===== src/rtl/s2mm_axis_dma_if.sv =====
// Stream ingress and BRAM write port of the s2mm DMA, bundled for port lists.
// master = DMA engine side, slave = stream source / memory side.
interface s2mm_axis_dma_if #(
    parameter int DATA_W = 128,
    parameter int ADDR_W = 12
) ();
    logic [DATA_W-1:0]   s_tdata;
    logic                s_tvalid;
    logic                s_tready;
    logic                s_tlast;
    logic                wr_en;
    logic                wr_ready;
    logic [ADDR_W-1:0]   wr_addr;
    logic [DATA_W-1:0]   wr_data;
    logic [DATA_W/8-1:0] wr_strb;

    modport master (
        input  s_tdata, s_tvalid, s_tlast, wr_ready,
        output s_tready, wr_en, wr_addr, wr_data, wr_strb
    );

    modport slave (
        output s_tdata, s_tvalid, s_tlast, wr_ready,
        input  s_tready, wr_en, wr_addr, wr_data, wr_strb
    );
endinterface


===== src/rtl/s2mm_axis_dma.sv =====
// Writes one AXI-Stream packet to a word-addressed BRAM; 1 cycle stream-to-write latency.
// Backpressure: s_tready drops while a write is stalled by wr_ready; 1 word/clk when unstalled.
module s2mm_axis_dma #(
    parameter int DATA_W   = 128,
    parameter int ADDR_W   = 12,
    parameter int LEN_W    = 32,
    parameter bit DRAIN_EN = 1'b1
) (
    input  logic              clk,
    input  logic              rst,
    input  logic              start,
    input  logic              abort,
    input  logic [LEN_W-1:0]  byte_len,
    input  logic [ADDR_W-1:0] base,
    output logic              busy,
    output logic              done,
    output logic              err_short,
    output logic              err_long,
    output logic              aborted,
    output logic [LEN_W-1:0]  xfer_bytes,
    s2mm_axis_dma_if.master   bus
);
    localparam int               WBYTES   = DATA_W / 8;
    localparam logic [LEN_W-1:0] WBYTES_L = LEN_W'(WBYTES);

    typedef enum logic [1:0] {IDLE, RUN, DRAIN, FIN} state_t;
    state_t state_q, state_d;

    logic [LEN_W-1:0]  bytes_left;
    logic [ADDR_W-1:0] addr_cnt;
    logic [LEN_W-1:0]  take;
    logic [LEN_W-1:0]  commit_bytes;
    logic [WBYTES-1:0] strb_d;
    logic              wr_free, beat, last_word, start_ok, abort_ok;

    assign wr_free      = !bus.wr_en || bus.wr_ready;
    assign bus.s_tready = ((state_q == RUN) && wr_free) || (state_q == DRAIN);
    assign beat         = bus.s_tvalid && bus.s_tready;
    assign last_word    = bytes_left <= WBYTES_L;
    assign take         = last_word ? bytes_left : WBYTES_L;
    // A start landing on the done cycle belongs to the transfer that just ended.
    assign start_ok     = (state_q == IDLE) && start && !done;
    assign abort_ok     = (state_q != IDLE) && abort;

    always_comb begin
        strb_d       = '0;
        commit_bytes = '0;
        for (int i = 0; i < WBYTES; i++) begin
            strb_d[i]    = LEN_W'(i) < take;
            commit_bytes = commit_bytes + LEN_W'(bus.wr_strb[i]);
        end
    end

    always_comb begin
        state_d = state_q;
        case (state_q)
            IDLE:    if (start_ok) state_d = (byte_len == '0) ? FIN : RUN;
            RUN:     if (beat && (last_word || bus.s_tlast))
                         state_d = (last_word && !bus.s_tlast && DRAIN_EN) ? DRAIN : FIN;
            DRAIN:   if (beat && bus.s_tlast) state_d = FIN;
            FIN:     if (wr_free) state_d = IDLE;
            default: state_d = IDLE;
        endcase
        if (abort_ok) state_d = IDLE;
    end

    always_ff @(posedge clk or posedge rst) begin
        if (rst) state_q <= IDLE;
        else     state_q <= state_d;
    end

    always_ff @(posedge clk or posedge rst) begin
        if (rst) begin
            bytes_left  <= '0;
            addr_cnt    <= '0;
            busy        <= 1'b0;
            done        <= 1'b0;
            err_short   <= 1'b0;
            err_long    <= 1'b0;
            aborted     <= 1'b0;
            xfer_bytes  <= '0;
            bus.wr_en   <= 1'b0;
            bus.wr_addr <= '0;
            bus.wr_data <= '0;
            bus.wr_strb <= '0;
        end else begin
            done <= 1'b0;
            if (abort_ok) begin
                // Pending write is dropped uncounted; the stream is left as is.
                bus.wr_en <= 1'b0;
                aborted   <= 1'b1;
                done      <= 1'b1;
                busy      <= 1'b0;
            end else if (start_ok) begin
                bytes_left <= byte_len;
                addr_cnt   <= base;
                busy       <= 1'b1;
                err_short  <= 1'b0;
                err_long   <= 1'b0;
                aborted    <= 1'b0;
                xfer_bytes <= '0;
            end else if (state_q != IDLE) begin
                if (bus.wr_en && bus.wr_ready) begin
                    xfer_bytes <= xfer_bytes + commit_bytes;
                    bus.wr_en  <= 1'b0;
                end
                if ((state_q == RUN) && beat) begin
                    bus.wr_en   <= 1'b1;
                    bus.wr_addr <= addr_cnt;
                    bus.wr_data <= bus.s_tdata;
                    bus.wr_strb <= strb_d;
                    addr_cnt    <= addr_cnt + ADDR_W'(1);
                    bytes_left  <= bytes_left - take;
                    if (last_word && !bus.s_tlast) err_long  <= 1'b1;
                    if (!last_word && bus.s_tlast) err_short <= 1'b1;
                end
                if ((state_q == FIN) && wr_free) begin
                    done <= 1'b1;
                    busy <= 1'b0;
                end
            end
        end
    end
endmodule


===== src/flat_wrapper.sv =====
// flat-port wrapper written by rule: the top's interface ports become plain ports
module s2mm_axis_dma_flat 
#(
    parameter int DATA_W   = 128,
    parameter int ADDR_W   = 12,
    parameter int LEN_W    = 32,
    parameter bit DRAIN_EN = 1'b1
)
  (clk, rst, start, abort, byte_len, base, busy, done, err_short, err_long, aborted, xfer_bytes, bus_s_tdata, bus_s_tvalid, bus_s_tlast, bus_wr_ready, bus_s_tready, bus_wr_en, bus_wr_addr, bus_wr_data, bus_wr_strb);
  s2mm_axis_dma_if #(.DATA_W(DATA_W), .ADDR_W(ADDR_W)) bus_i ();
  input  logic clk;
  input  logic rst;
  input  logic start;
  input  logic abort;
  input  logic [LEN_W-1:0] byte_len;
  input  logic [ADDR_W-1:0] base;
  output logic busy;
  output logic done;
  output logic err_short;
  output logic err_long;
  output logic aborted;
  output logic [LEN_W-1:0] xfer_bytes;
  input wire logic [$bits(bus_i.s_tdata)-1:0] bus_s_tdata;
  input wire logic [$bits(bus_i.s_tvalid)-1:0] bus_s_tvalid;
  input wire logic [$bits(bus_i.s_tlast)-1:0] bus_s_tlast;
  input wire logic [$bits(bus_i.wr_ready)-1:0] bus_wr_ready;
  output wire logic [$bits(bus_i.s_tready)-1:0] bus_s_tready;
  output wire logic [$bits(bus_i.wr_en)-1:0] bus_wr_en;
  output wire logic [$bits(bus_i.wr_addr)-1:0] bus_wr_addr;
  output wire logic [$bits(bus_i.wr_data)-1:0] bus_wr_data;
  output wire logic [$bits(bus_i.wr_strb)-1:0] bus_wr_strb;
  assign bus_i.s_tdata = bus_s_tdata;
  assign bus_i.s_tvalid = bus_s_tvalid;
  assign bus_i.s_tlast = bus_s_tlast;
  assign bus_i.wr_ready = bus_wr_ready;
  assign bus_s_tready = bus_i.s_tready;
  assign bus_wr_en = bus_i.wr_en;
  assign bus_wr_addr = bus_i.wr_addr;
  assign bus_wr_data = bus_i.wr_data;
  assign bus_wr_strb = bus_i.wr_strb;
  s2mm_axis_dma #(.DATA_W(DATA_W), .ADDR_W(ADDR_W), .LEN_W(LEN_W), .DRAIN_EN(DRAIN_EN)) u_core (.clk(clk), .rst(rst), .start(start), .abort(abort), .byte_len(byte_len), .base(base), .busy(busy), .done(done), .err_short(err_short), .err_long(err_long), .aborted(aborted), .xfer_bytes(xfer_bytes), .bus(bus_i));
endmodule

===== config.mk =====
export PLATFORM = sky130hd
export DESIGN_NAME = s2mm_axis_dma_flat
export DESIGN_NICKNAME = d
export VERILOG_FILES = /design/src/rtl/s2mm_axis_dma_if.sv /design/src/rtl/s2mm_axis_dma.sv /design/src/flat_wrapper.sv
export SDC_FILE = /design/constraint.sdc
export NUM_CORES = 1
export LEC_CHECK = 0
export CAP_MARGIN = 20
export CELL_PAD_IN_SITES_DETAIL_PLACEMENT = 1
export CELL_PAD_IN_SITES_GLOBAL_PLACEMENT = 2
export CORE_ASPECT_RATIO = 1.2
export CORE_MARGIN = 2
export CORE_UTILIZATION = 29
export CTS_CLUSTER_SIZE = 16
export DETAILED_ROUTE_END_ITERATION = 16
export PLACE_DENSITY = 0.87
export SYNTH_ARGS = -nofsm -noshare
export SYNTH_HDL_FRONTEND = slang
export SYNTH_SLANG_ARGS = --single-unit

===== constraint.sdc =====
create_clock -name clk -period 17.5 [get_ports clk]
set_input_delay 2.625 -clock clk [delete_from_list [all_inputs] [get_ports clk]]
set_output_delay 2.625 -clock clk [all_outputs]
set_load 0.005 [all_outputs]

==> impl_results.md, run 1 <==
* Clock Sinks at between 200 and 250
* Post CTS Setup Buffer Count at 0
* Initial Util at 29.3%
* Vias in the first global route at 11400
* Placed instance area at roughly 16000 sq um
* Initial DRT Pass Iterations at 5
* DP Wirelength at around 29000 um
* Slowest CP cell: clkdlybuf4s50_1
* Post-Route WL at around 41000 um
* Row count at 79
* Count of cell types in the netlist at 66
* Clock Root Buffer: clkbuf_16
* Hold Path Class: reg2reg
* Synth top cells by count: nand2_1, dfrtp_1, nor2_1
* Share of synthesized cell area in full adder, half adder and majority cells at 4.36%
* Drt via density at 4.91
* CP Launch Type: input pin
* Seq pwr share at about 32%
* GRT met2 Usage at 34.6%
* Global-route wire length before repair at ~65000 um
* Yosys warnings at 0
* PortBufs at 373
* Area leader, netlist: dfrtp_1
* RSZ-0062 raised after global routing: false
* Seq/Total Area, Yosys at 52.8%
* Max-Slew Margin vs Limit at 26.5%
* Post-Synth XOR/XNOR Area at 1.62%
* Gate Count Post-Synth at 1285
* Hold Vio Cnt, Final at 0
* Layout cell share with drive strength beyond 1 at 4.53%
* FF+latch count, synth at 240
* Crit path max fanout at 5
* Worst clock skew at 0.0113 ns
* Compound-Gate Fraction of Synth Area at 11.4%
* Final setup fails at 0
* Synthesized cell area at 11400 sq um
* Setup_tns at 0 ns
* Die area at 40800 sq um
* Top Usage Layer GRT: met2
* CP dominant cell by count: clkdlybuf4s50_1
* Critical path, cell by cell: clkdlybuf4s50_1, nand2b_1, a21o_1, clkdlybuf4s50_1
* Post-synth EDFFs at 0
* Die width at 185 um
* Final Cell Area at 16700 sq um
* Post-synthesis net count at ~1500
* Switching power of the nets at 0.00110 W
* Initial DRC Count at 555
* Peak VDD IR at 96.4 uV
* CTS Buffer Depth at 3
* Largest net degree at the start of global routing at 124
* Routability congestion estimate at 0.796
* Die Y at 221 um
* Avg Synthesized Cell Area at between 8 and 9 sq um
* WL/cell at 18.9 um
* Ports at 374
* WS Path Type: in2out
* Crit. End Element: output port
* Pint at between 0.0015 and 0.002 W
* Max-slew violations at 0
* Met3 Usage GRT at 6.73%
* Synth top area cells: dfrtp_1, nand2_1, ha_1, o21ai_0, nor2_1
* Sw Share at 37.5%
* Worst Tran Pin Value at 1.10 ns
* H-tree levels at 1
* Core box area at 38700 sq um
* CTS tree: built
* Top-count cell post-synth: nand2_1
* Layout Nets at 1844
* Worst EP arrival at just under 4 ns
* CTS clk-pin slew, worst paths at around 0.06 ns
* CP max stage delay at 0.53 ns
* Residual DRC at 0
* Post-Synth Simple-Gate Area at a little over a quarter
* CTS-repair resized insts at 0
* Final ANT Viol Nets at 0
* Main combinational cell family by area after synthesis: simple AND/OR/NAND/NOR gates
* Synth top area share at 52.8%
* Final Cycle Share at 37.7%
* Leak at between 7 and 8 nW
* Pwr Density at around 180 nW/um^2
* Overall power at 0.00293 W
* Max frequency at 0.152 GHz
* Post-route minimum period at roughly 6.6 ns
* Critical path required time at 14.88 ns
* Overall Global Routing Usage at 20.1%
* Clock network fraction of total power at a little under a quarter
* Met1 Usage GRT at 23.7%
* Area Growth Syn to Fin at 46.9%
* Total CTS buffers at 28
* Post-CTS Hold Buffers at 0
* Worst skew pair latency at 0.56 ns
* Max-Cap Viols at 0
* Total grt overflow at 0
* Main synth FF type: dfrtp_1
* Status: completed
* Detailed-route via count at between 10000 and 15000
* Post-synthesis mux area share at 0.0880%
* FILL cells at 4468
* Initial antenna violation count at 8
* Final core utilization at 43.1%
* Logic pwr share at 44.6%
* Ys async rst share at 100%
-- power groups by stage --
stage	Sequential (W)	Clock, W	Combinational [W]
global route	0.000981	0.000717	0.00147
floorplan	0.000932	0	0.000669
detailed placement	0.000952	0	0.00133
CTS	0.000949	0.000696	0.00133
finish	0.000948	0.000676	0.00131
global placement	0.000940	0	0.00129
-- area by class of cell --
cell class | count | area, sq um | share of cell area (%)
flip-flops and latches | 240 | 6010 | 36.0
multi-input cells | 940 | 5000 | 29.9
repair buffers | 383 | 3810 | 22.8
clock buffers | 42 | 865 | 5.18
well taps | 526 | 658 | 3.94
clock inverters | 10 | 203 | 1.21
inverters | 39 | 154 | 0.921
diodes | 4 | 10.0 | 0.0599
-- path summary, 6_finish.rpt --
check                                       start                      to  slack [ns]  depth (start not counted)
max in group asynchronous                     rst   u_core.bus.wr_data[9]       13.24                          3
max reg2reg                 u_core.bus.wr_strb[1]   u_core.xfer_bytes[22]       12.17                         16
min in group asynchronous                     rst  u_core.bus.wr_data[71]        2.67                          2
min reg2reg                u_core.bus.wr_data[45]  u_core.bus.wr_data[45]        0.47                          2
max                                  bus_wr_ready            bus_s_tready       10.91                          4
min                        u_core.bus.wr_data[45]  u_core.bus.wr_data[45]        0.47                          2
-- cell usage in the layout (no fill, tap or decap), types with 9 or more instances in the layout --
cell	n
xnor2_1	15
clkbuf_8	9
nand2_1	474
buf_4	10
nand3_1	27
inv_1	38
nor3_1	19
clkbuf_16	29
ha_1	22
o311ai_0	10
o211ai_1	15
fa_1	11
a21oi_1	36
dfrtp_1	240
a31oi_1	17
nor4_1	25
or3_1	17
o21ai_0	49
o22ai_1	10
nor2_1	63
a22oi_1	15
clkdlybuf4s50_1	373
-- state kept, by name (all words and copies together), names as in the netlist --
register / flops
u_core.bus.wr_en: 1
u_core.busy: 1
u_core.state_q: 2
u_core.err_short: 1
u_core.bus.wr_data: 128
u_core.done: 1
u_core.xfer_bytes: 32
u_core.addr_cnt: 12
u_core.err_long: 1
u_core.bytes_left: 32
u_core.bus.wr_strb: 16
u_core.aborted: 1
u_core.bus.wr_addr: 12
-- cells by family after synthesis --
logic type	after synthesis
mux	1
other cells	1
fa+ha+maj	33
compound gates	198
simple gates	686
xor+xnor	21
buf+inv	105
flops	240
-- per-layer routing --
| layer | up-vias | share of wire, % |
|---|---|---|
| li1 | 5037 | - |
| met1 | 5286 | 40 |
| met2 | 323 | 49 |
| met3 | 67 | 8.2 |
| met4 | 10 | 2.7 |
| met5 | - | 0.14 |
-- metrics by stage --
step | instances | hold WS (ns) | worst slack (ns)
after floorplan | 1285 | 0.455 | 8.29
after global placement | 2128 | 0.456 | 10.92
after detailed placement | 2128 | 0.461 | 10.92
after CTS | 2180 | 0.478 | 10.92
after global routing | 2180 | 0.499 | 10.84
final | 2184 | 0.472 | 10.91
-- critical path: cells and delay by family --
family / cells / cell delay, ns
buf+inv: 2 / 1.02
simple gates: 1 / 0.18
compound gates: 1 / 0.13
(Power assumes the default switching activity.)
==> inputs of run 2 (changes only) <==
--- a/config.mk
+++ b/config.mk
@@ -10,10 +10,10 @@
 export CELL_PAD_IN_SITES_GLOBAL_PLACEMENT = 2
 export CORE_ASPECT_RATIO = 1.2
 export CORE_MARGIN = 2
-export CORE_UTILIZATION = 29
+export CORE_UTILIZATION = 24
 export CTS_CLUSTER_SIZE = 16
 export DETAILED_ROUTE_END_ITERATION = 16
-export PLACE_DENSITY = 0.87
+export PLACE_DENSITY = 0.77
 export SYNTH_ARGS = -nofsm -noshare
 export SYNTH_HDL_FRONTEND = slang
 export SYNTH_SLANG_ARGS = --single-unit
==> constraint.sdc (replaced) <==
create_clock -name clk -period 5.8 [get_ports clk]
set_input_delay 0.87 -clock clk [delete_from_list [all_inputs] [get_ports clk]]
set_output_delay 0.87 -clock clk [all_outputs]
set_load 0.005 [all_outputs]
==> run 2 against run 1 <==
Compared with the run above: cell area increased by 0.71%; combinational power increased to 3.0 times the previous value; power increased to 3.0 times the previous value; global-route usage decreased by 3.1 points; final cell count increased by 4.6%; count of clock-buffer cells in the layout increased by 2; routed wire length increased by 2.3%; critical path depth increased by 12; die area increased by 20%; sequential cell count unchanged; non-clock buffer count increased by 4; core utilization decreased by 7.3 points; largest power group unchanged.
==> impl_results.md, run 2 (synthesis results as in run 1) <==
* RSZ-0062 raised after global routing: false (unchanged)
* Top reg by flops: u_core.bus.wr_data (unchanged)
* Max reg flops at 128 (unchanged)
* Worst skew pair latency at 0.57 ns (was 0.56 ns)
* Leak at 7.33 nW (about the same)
* PortBufs at 373 (unchanged)
* Status: completed (unchanged)
* Initial DRC Count at 413 (was 555)
* Post-route minimum period at 5.14 ns
* CP max stage delay at 0.57 ns (was 0.53 ns)
* Worst clock skew at 0.0234 ns (was 0.0113 ns)
* Max frequency at between 0.15 and 0.2 GHz
* FF-to-FF path depth at 16 (unchanged)
* Largest registers: u_core.bus.wr_data (128), u_core.bytes_left (32), u_core.xfer_bytes (32) (unchanged)
* Commonest non-fill, non-tap cell in the layout: nand2_1 (unchanged)
* Vias in the first global route at 11400 (about the same)
* Worst Tran Pin Value at 0.953 ns (was 1.10 ns)
* Die area at 49100 sq um (was 40800 sq um)
* Max-Slew Margin vs Limit at 36.3% (was 26.5%)
* WS Path Type: reg2reg (was in2out)
* Largest net degree at the start of global routing at 128 (was 124)
* Overall Global Routing Usage at 17.0% (was 20.1%)
* FILL cells at 5414 (was 4468)
* Detailed-route via count at 10700 (about the same)
* Row count at 87 (was 79)
* Ports at 374 (unchanged)
* Setup_tns at 0 ns (unchanged)
* Crit path max fanout at 11 (was 5)
* Hold Path Class: reg2reg (unchanged)
* Area Growth Syn to Fin at 48.0% (was 46.9%)
* CTS-repair resized insts at 0 (unchanged)
* Reg-to-Reg End: u_core.xfer_bytes[22] (unchanged)
* Area of the multi-input gates at 5000 sq um (unchanged)
* Critical path, cell by cell: ha_1, inv_1, fa_1, fa_1, fa_1, fa_1, inv_1, ha_1, inv_1, fa_1, nor2b_1, o21ai_0, a21oi_1, o211ai_1, or4_1, nand2_1 (was clkdlybuf4s50_1, nand2b_1, a21o_1, clkdlybuf4s50_1)
* CTS tree: built (unchanged)
* Worst EP arrival at 5.65 ns (was 3.97 ns)
* Reg area at 6010 sq um (unchanged)
* Start of the worst register-to-register path: u_core.bus.wr_strb[0] (was u_core.bus.wr_strb[1])
* Residual DRC at 0 (unchanged)
* Post-Route WL at 42200 um (was 41300 um)
* Slowest CP cell: or4_1 (was clkdlybuf4s50_1)
* Die Y at 242 um (was 221 um)
* CP dominant cell by count: fa_1 (was clkdlybuf4s50_1)
* Initial antenna violation count at 5 (was 8)
* WHS at 0.468 ns (was 0.472 ns)
* Layout cell share with drive strength beyond 1 at 4.70% (was 4.53%)
* Post CTS Setup Buffer Count at 0 (unchanged)
* Placed instance area at 15800 sq um (was 15600 sq um)
* R2r setup slk at 0.66 ns (was 12.17 ns)
* Pwr Density at 520 nW/um^2 (was 176 nW/um^2)
* CTS clk-pin slew, worst paths at 0.06 ns (about the same)
* Most frequent cells in the layout: nand2_1, clkdlybuf4s50_1, dfrtp_1 (unchanged)
* Hold Vio Cnt, Final at 0 (unchanged)
* Initial Util at 24.2% (was 29.3%)
* Max-slew violations at 0 (unchanged)
* Crit. End Element: flip-flop (was output port)
* Final Cell Area at 16800 sq um (was 16700 sq um)
* Hold path startpoint: u_core.bus.wr_data[13] (was u_core.bus.wr_data[45])
* Clock Root Buffer: clkbuf_16 (unchanged)
* Layout Nets at 1850 (was 1844)
* Total grt overflow at 0 (unchanged)
* Critical path required time at 6.31 ns (was 14.88 ns)
* Peak VDD IR at 260 uV (was 96.4 uV)
* Post-CTS Hold Buffers at 0 (unchanged)
* Clock Sinks at 240 (unchanged)
* Hold Path Sink: u_core.bus.wr_data[13] (was u_core.bus.wr_data[45])
* Final setup fails at 0 (unchanged)
* Die width at 203 um (was 185 um)
* WL/cell at 18.5 um (was 18.9 um)
* DP Wirelength at 30300 um (was 28900 um)
* Final ANT Viol Nets at 0 (unchanged)
* Global-route wire length before repair at 66500 um (was 65100 um)
* Final Cycle Share at 88.6%
* WHS Path Cells at 2 (unchanged)
* Total CTS buffers at 30 (was 28)
* Routability congestion estimate at 0.796 (about the same)
* H-tree levels at 1 (unchanged)
* Max-Cap Viols at 0 (unchanged)
* CP Launch Type: flip-flop (was input pin)
* Initial DRT Pass Iterations at 5 (unchanged)
* CTS Buffer Depth at 3 (unchanged)
* Core box area at 46900 sq um (was 38700 sq um)
* Final core utilization at 35.9% (was 43.1%)
* Drt via density at 4.66 (was 4.91)
run 2: cell count changes in the layout (fill, tap and decap cells not counted), sizes merged:
| cell | change |
|---|---|
| buf | +4 |
| bufinv | -4 |
| clkbuf | +2 |
| clkinv | +5 |
| diode | -3 |
run 2: final cells by class:
cell class | count | share of cell area [%]
Tap cell | 623 | 4.63
Antenna cell | 1 | 0.0149
Clock inverter | 11 | 0.647
Timing Repair Buffer | 387 | 23.2
Clock buffer | 44 | 5.20
Inverter | 39 | 0.892
Multi-Input combinational cell | 940 | 29.7
Sequential cell | 240 | 35.7
run 2: worst max-delay path: cells and delay by family (launching register included):
| family | cells | cell delay, ns |
|---|---|---|
| adders and majority gates | 7 | 2.74 |
| AOI/OAI and AO/OA | 3 | 1.01 |
| and+or+nand+nor | 3 | 0.77 |
| DFF | 1 | 0.39 |
| buffers and inverters | 3 | 0.21 |
run 2: through the flow:
step | worst slack [ns] | power (W) | std cells
CTS | 0.574 | 0.00892 | 2283
global route | 0.204 | 0.00947 | 2284
detailed placement | 0.589 | 0.00693 | 2228
finish | 0.659 | 0.00874 | 2285
global placement | 0.682 | 0.00682 | 2228
floorplan | 1.21 | 0.00483 | 1285
run 2: worst max-delay path by stage:
stage          depth (start not counted)                  start                    end
6_report                              16  u_core.bus.wr_strb[0]  u_core.xfer_bytes[22]
5_1_grt                               16  u_core.bus.wr_strb[0]  u_core.xfer_bytes[28]
2_1_floorplan                         17  u_core.bus.wr_strb[0]  u_core.xfer_bytes[28]
3_3_place_gp                          16  u_core.bus.wr_strb[0]  u_core.xfer_bytes[22]
3_5_place_dp                          16  u_core.bus.wr_strb[0]  u_core.xfer_bytes[22]
4_1_cts                               16  u_core.bus.wr_strb[0]  u_core.xfer_bytes[22]
run 2: report_power, final:
part / switching [W] / internal (W)
Combinational: 0.00207 / 0.00192
Clock: 0.000772 / 0.00113
Sequential: 0.000507 / 0.00235
Total: 0.00334 / 0.00540
run 2: per-layer routing:
metal / routed length, um / vias up / track usage [%]
li1: - / 5050 / -
met4: 1020 / 8 / 4.62
met1: 16900 / 5261 / 19.8
met5: 41 / - / 0
met3: 3410 / 60 / 5.89
met2: 20800 / 274 / 29.4
==> inputs of run 3 (changes only) <==
--- a/config.mk
+++ b/config.mk
@@ -13,6 +13,7 @@
 export CORE_UTILIZATION = 24
 export CTS_CLUSTER_SIZE = 16
 export DETAILED_ROUTE_END_ITERATION = 16
+export GPL_ROUTABILITY_DRIVEN = 0
 export PLACE_DENSITY = 0.77
 export SYNTH_ARGS = -nofsm -noshare
 export SYNTH_HDL_FRONTEND = slang
==> results of run 3 <==
The final DEF is identical to that of run 2; final timing and power are the same.
